`src/rtl/tlc_mode_scheduler.sv`:
```
// Tail-light mode scheduler: synchronises and debounces the driver controls,
// then selects IDLE/LEFT/RIGHT/HAZARD and paces the light sequence with seq_tick.
module tlc_mode_scheduler #(
   parameter int unsigned DEBOUNCE_CYCLES = 4,
   parameter int unsigned TICK_DIV        = 8
) (
   input  logic       clk,
   input  logic       rst_n,
   input  logic       brake_pedal_in,
   input  logic       stalk_left_in,
   input  logic       stalk_right_in,
   input  logic       hazard_btn_in,
   output logic       brake,
   output logic       turn_left,
   output logic       turn_right,
   output logic       seq_tick,
   output logic [1:0] mode
);

   localparam int unsigned CW = 8;
   localparam int unsigned PW = 16;
   localparam logic [CW-1:0] DB_LAST = CW'(DEBOUNCE_CYCLES - 1);
   localparam logic [PW-1:0] PS_LAST = PW'(TICK_DIV - 1);

   // Input lanes: 0 brake, 1 left stalk, 2 right stalk, 3 hazard button
   localparam int unsigned IB = 0;
   localparam int unsigned IL = 1;
   localparam int unsigned IR = 2;
   localparam int unsigned IH = 3;

   typedef enum logic [1:0] {
      S_IDLE   = 2'b00,
      S_LEFT   = 2'b01,
      S_RIGHT  = 2'b10,
      S_HAZARD = 2'b11
   } mode_t;

   logic [3:0]    w_raw;
   logic [3:0]    r_sync1;
   logic [3:0]    r_sync2;
   logic [3:0]    r_deb;
   logic [CW-1:0] r_cnt [4];
   logic [3:0]    w_flip;
   logic [3:0]    w_deb_next;
   logic          r_hazard;
   logic          w_hazard_next;
   mode_t         r_mode;
   mode_t         w_target;
   mode_t         w_mode_next;
   logic          w_mode_chg;
   logic [PW-1:0] r_presc;

   assign w_raw = {hazard_btn_in, stalk_right_in, stalk_left_in, brake_pedal_in};

   // A lane flips on the edge that completes DEBOUNCE_CYCLES differing samples
   always_comb begin
      w_flip = '0;
      for (int i = 0; i < 4; i++) begin
         w_flip[i] = (r_sync2[i] != r_deb[i]) && (r_cnt[i] == DB_LAST);
      end
      w_deb_next = r_deb ^ w_flip;
   end

   always_ff @(posedge clk or negedge rst_n) begin
      if (!rst_n) begin
         r_sync1 <= '0;
         r_sync2 <= '0;
         r_deb   <= '0;
         for (int i = 0; i < 4; i++) r_cnt[i] <= '0;
      end else begin
         r_sync1 <= w_raw;
         r_sync2 <= r_sync1;
         r_deb   <= w_deb_next;
         for (int i = 0; i < 4; i++) begin
            if (r_sync2[i] == r_deb[i] || w_flip[i]) r_cnt[i] <= '0;
            else                                     r_cnt[i] <= r_cnt[i] + CW'(1);
         end
      end
   end

   assign w_hazard_next = r_hazard ^ (w_deb_next[IH] & ~r_deb[IH]);

   // Decisions use next-cycle debounced values so outputs land with the debounce edge
   always_comb begin
      w_target = S_IDLE;
      if (w_hazard_next) begin
         w_target = S_HAZARD;
      end else begin
         case ({w_deb_next[IR], w_deb_next[IL]})
            2'b01:   w_target = S_LEFT;
            2'b10:   w_target = S_RIGHT;
            default: w_target = S_IDLE;
         endcase
      end
      w_mode_next = w_target;
      if ((r_mode == S_LEFT && w_target == S_RIGHT) ||
          (r_mode == S_RIGHT && w_target == S_LEFT)) begin
         w_mode_next = S_IDLE;
      end
   end

   assign w_mode_chg = (w_mode_next != r_mode);

   always_ff @(posedge clk or negedge rst_n) begin
      if (!rst_n) begin
         r_mode     <= S_IDLE;
         r_hazard   <= 1'b0;
         brake      <= 1'b0;
         turn_left  <= 1'b0;
         turn_right <= 1'b0;
         r_presc    <= '0;
         seq_tick   <= 1'b0;
      end else begin
         r_mode     <= w_mode_next;
         r_hazard   <= w_hazard_next;
         brake      <= w_deb_next[IB];
         turn_left  <= w_mode_next[0];
         turn_right <= w_mode_next[1];
         if (w_mode_chg || w_mode_next == S_IDLE) begin
            r_presc  <= '0;
            seq_tick <= 1'b0;
         end else if (r_presc == PS_LAST) begin
            r_presc  <= '0;
            seq_tick <= 1'b1;
         end else begin
            r_presc  <= r_presc + PW'(1);
            seq_tick <= 1'b0;
         end
      end
   end

   assign mode = r_mode;

endmodule

```
`config.mk`:
```
export PLATFORM = sky130hd
export DESIGN_NAME = tlc_mode_scheduler
export DESIGN_NICKNAME = d
export VERILOG_FILES = /design/src/rtl/tlc_mode_scheduler.sv
export SDC_FILE = /design/constraint.sdc
export NUM_CORES = 1
export LEC_CHECK = 0
export ABC_AREA = 1
export ABC_CLOCK_PERIOD_IN_PS = 1500
export CAP_MARGIN = 20
export CORE_MARGIN = 2
export CORE_UTILIZATION = 35
export DETAILED_ROUTE_END_ITERATION = 10
export GPL_ROUTABILITY_DRIVEN = 0
export PLACE_DENSITY = 0.62
export SYNTH_ARGS = -nofsm -noshare
export SYNTH_HDL_FRONTEND = slang
export SYNTH_SLANG_ARGS = --single-unit
```
`constraint.sdc`:
```
create_clock -name clk -period 1.5 [get_ports clk]
set_input_delay 0.3 -clock clk [delete_from_list [all_inputs] [get_ports clk]]
set_output_delay 0.3 -clock clk [all_outputs]
set_load 0.02 [all_outputs]
```
==> results.py <==
metrics = {
    "sta": {
        "drv_slew": 0,
        "fin_skew_ns": 0.00812,
        "timing.hold.ws_ns": 0.352,
        "finalHoldViolations": 0,
        "clock.fmax_mhz": 585,
        "fin_crit_ns": 1.71,
        "period_share_pct": 114,
        "fin_ws_ns": -0.210,
        "rsz0062_at_grt": "yes",
        "relSlewSlack_pct": 70.4,
        "tightest_slew_ns": 0.444,
        "setup_viol": 19,
    },
    "synth": {
        "yosys_warnings": 0,
        "yosysTopAreaCell": "dfrtp_1",
        "async_flop_share_pct": 100,
        "synth_cell_types": 32,
        "synth_edf_count": 0,
        "syn_area_um2": 3190,
        "yosysSeqAreaShare_pct": 50.2,
        "synthCells": 362,
        "synthTopCellsByCount": "dfrtp_1, nand2_1, nor2_1",
        "synth_ff_type": "dfrtp_1",
        "synth-seq-cells": 64,
        "synth.net_count": 373,
        "synth.avg_cell_area_um2": 8.82,
        "yosys-top-cells-area": "dfrtp_1, nand2_1, nor2_1, inv_1, nor2_4",
        "netlist.area_leader.share_pct": 50.2,
        "yosys.cell_count.top_type": "dfrtp_1",
    },
    "clock_network": {
        "clk_pin_slew_ns": 0.07,
        "clkSinkCount": 64,
        "clockRootBuffer": "clkbuf_8",
        "cts_tree": "done",
        "cts_htree_levels": 3,
        "clk_path_buf_depth": 2,
        "clkLatencyLatePin_ns": 0.34,
        "cts_buffers": 9,
    },
    "pwr": {
        "p_per_area_nw_per_um2": 1330,
        "internal-power_uw": 3560,
        "power_frac_comb_pct": 39.4,
        "clockPowerShare_pct": 22.7,
        "seqPwrFrac_pct": 37.9,
        "p_sw_uw": 2020,
        "p_sw_share_pct": 36.2,
        "peakVddDrop_v": 0.000608,
        "p_leak_uw": 0.00199,
    },
    "global_route": {
        "overflow": 0,
        "grt_max_degree": 24,
        "grt_pass1_vias": 2569,
        "antenna_found_initial": 0,
        "grt_use_total_pct": 13.9,
        "grt_pass1_wl_um": 11100,
    },
    "critical_path": {
        "cp_slowest_cell": "dfrtp_1",
        "crit_top_cell": "nand2_2",
        "endpoint_kind": "register",
        "crit_arrival_ns": 1.99,
        "worstPathMaxFanout": 5,
        "cp.buffers_inverters": 1,
        "setup.worst_path.start_class": "register",
        "crit_chain": "ha_2, nand2_2, nor2_4, nand2_2, nand2_1, nand2_1, nand2_4, nand3_2, nand2_2, nand3_4, clkbuf_16, nor2_4",
        "slowest_delay_ns": 0.37,
        "critPathKind": "reg2reg",
        "crit_family": "simple AND/OR/NAND/NOR gates",
        "cp.required_ns": 1.78,
    },
    "hold_path": {
        "hold_path.class": "reg2reg",
    },
    "route": {
        "drt-initial-drc-count": 57,
        "drc": 0,
        "drt_pass1_iterations": 4,
        "wl_per_cell_um": 11.6,
        "vias": 2606,
        "routed_wl_um": 6430,
        "ant_nets": 0,
        "vias_per_cell": 4.70,
    },
    "status": {
        "violations": "setup timing",
        "outcome": "finished, violations left",
    },
    "finish": {
        "drive_above_1_share_pct": 33.4,
        "area_growth_pct": 31.9,
        "final_nets": 452,
        "diodes": 0,
    },
    "placed_design": {
        "io_buffers": 11,
        "dp_slack_ns": -0.142,
        "post-dp-hpwl_um": 4420,
    },
    "job": {
        "maxCapViolations": 0,
    },
    "floorplanning": {
        "initial_utilization_pct": 36.4,
        "io_pins": 12,
        "core_area_um2": 8760,
        "die_y_um": 99.5,
        "fp.dieArea_um2": 9900,
        "placementRows": 34,
        "die_w_um": 99.5,
    },
}
## logic make-up after synthesis
group / Yosys count / synth area share (%)
mux: 1 / 0.353
fa+ha+maj: 5 / 1.96
buf+inv: 56 / 7.41
simple gates: 206 / 33.8
xor+xnor: 12 / 3.29
flops: 64 / 50.2
compound gates: 18 / 3.02
## power by group through the flow
stage | sequential, µW | clock (µW) | combinational [µW]
finish | 2110 | 1270 | 2200
global route | 2140 | 1410 | 2430
CTS | 2100 | 1330 | 1900
detailed placement | 2130 | 0 | 1820
global placement | 2130 | 0 | 1780
floorplan | 2180 | 0 | 1110
## per-layer routing
| layer | vias up | GRT usage, % | share of wire (%) |
|---|---|---|---|
| li1 | 1322 | - | - |
| met1 | 1251 | 17.5 | 46 |
| met2 | 26 | 22.6 | 50 |
| met3 | 7 | 4.08 | 2.8 |
| met4 | 0 | 5.37 | 1.4 |
| met5 | - | 0 | 0 |
## what timing repair did
item                                    CTS  global route
hold buffers                              1             0
endpoints found under the setup margin   24            23
endpoints found under the hold margin    13             0
buffers inserted                          5             4
gates resized for setup                  13            32
gates cloned                              0             1
pin swaps                                 0            24
## cells in the final DEF (no fill, tap or decap), types with 5 or more instances in the layout
master / Yosys / routed
a21oi_1: 11 / 10
buf_4: 2 / 55
clkbuf_8: 0 / 10
dfrtp_1: 64 / 64
dlygate4sd2_1: 0 / 6
inv_1: 42 / 39
inv_2: 10 / 13
nand2_1: 55 / 47
nand2_2: 9 / 14
nand3_1: 23 / 20
nand3_2: 2 / 5
nand4_1: 6 / 6
nor2_1: 44 / 35
nor2_2: 5 / 10
nor2_4: 12 / 16
nor3_1: 24 / 23
nor3b_1: 9 / 8
nor4_1: 8 / 6
xor2_1: 10 / 10
## flip-flops by register name, summed over array words and instances (netlist names), named ones only
| signal | count |
|---|---|
| r_cnt | 32 |
| r_presc | 16 |
| r_sync1 | 4 |
| r_sync2 | 4 |
| r_deb | 3 |
| mode | 2 |
| r_hazard | 1 |
| seq_tick | 1 |
## worst paths after layout
| path | from | endpoint | slack, ns | cells past startpoint |
|---|---|---|---|---|
| max in group asynchronous | rst_n | r_cnt[14] | 0.49 | 3 |
| hold reg to reg | r_sync1[0] | r_sync2[0] | 0.35 | 0 |
| setup / recovery | r_cnt[9] | r_presc[9] | -0.21 | 12 |
| min in group asynchronous | rst_n | r_cnt[22] | 0.44 | 2 |
| setup reg to reg | r_cnt[9] | r_presc[9] | -0.21 | 12 |
| hold / removal | r_sync1[0] | r_sync2[0] | 0.35 | 0 |
## metrics by stage
stage / cell area (µm²) / instances / utilization [%] / power, µW / setup TNS [ns]
6_report: 4210 / 554 / 48.1 / 5580 / -3.27
5_1_grt: 4210 / 554 / 48.1 / 5980 / -5.65
4_1_cts: 4050 / 551 / 46.2 / 5330 / -2.15
3_5_place_dp: 3820 / 529 / 43.6 / 3960 / -2.13
3_3_place_gp: 3820 / 529 / 43.6 / 3910 / -1.12
2_1_floorplan: 3200 / 362 / - / 3290 / -0.766
## area by class of cell
class	count	area [µm²]
inverter	53	201
clock inverter	4	20.0
fill	853	4550
tap	108	135
multi-input combinational	242	1500
sequential	64	1600
timing repair buffer	71	606
clock buffer	12	145
Power figures use the tool's default switching activity.
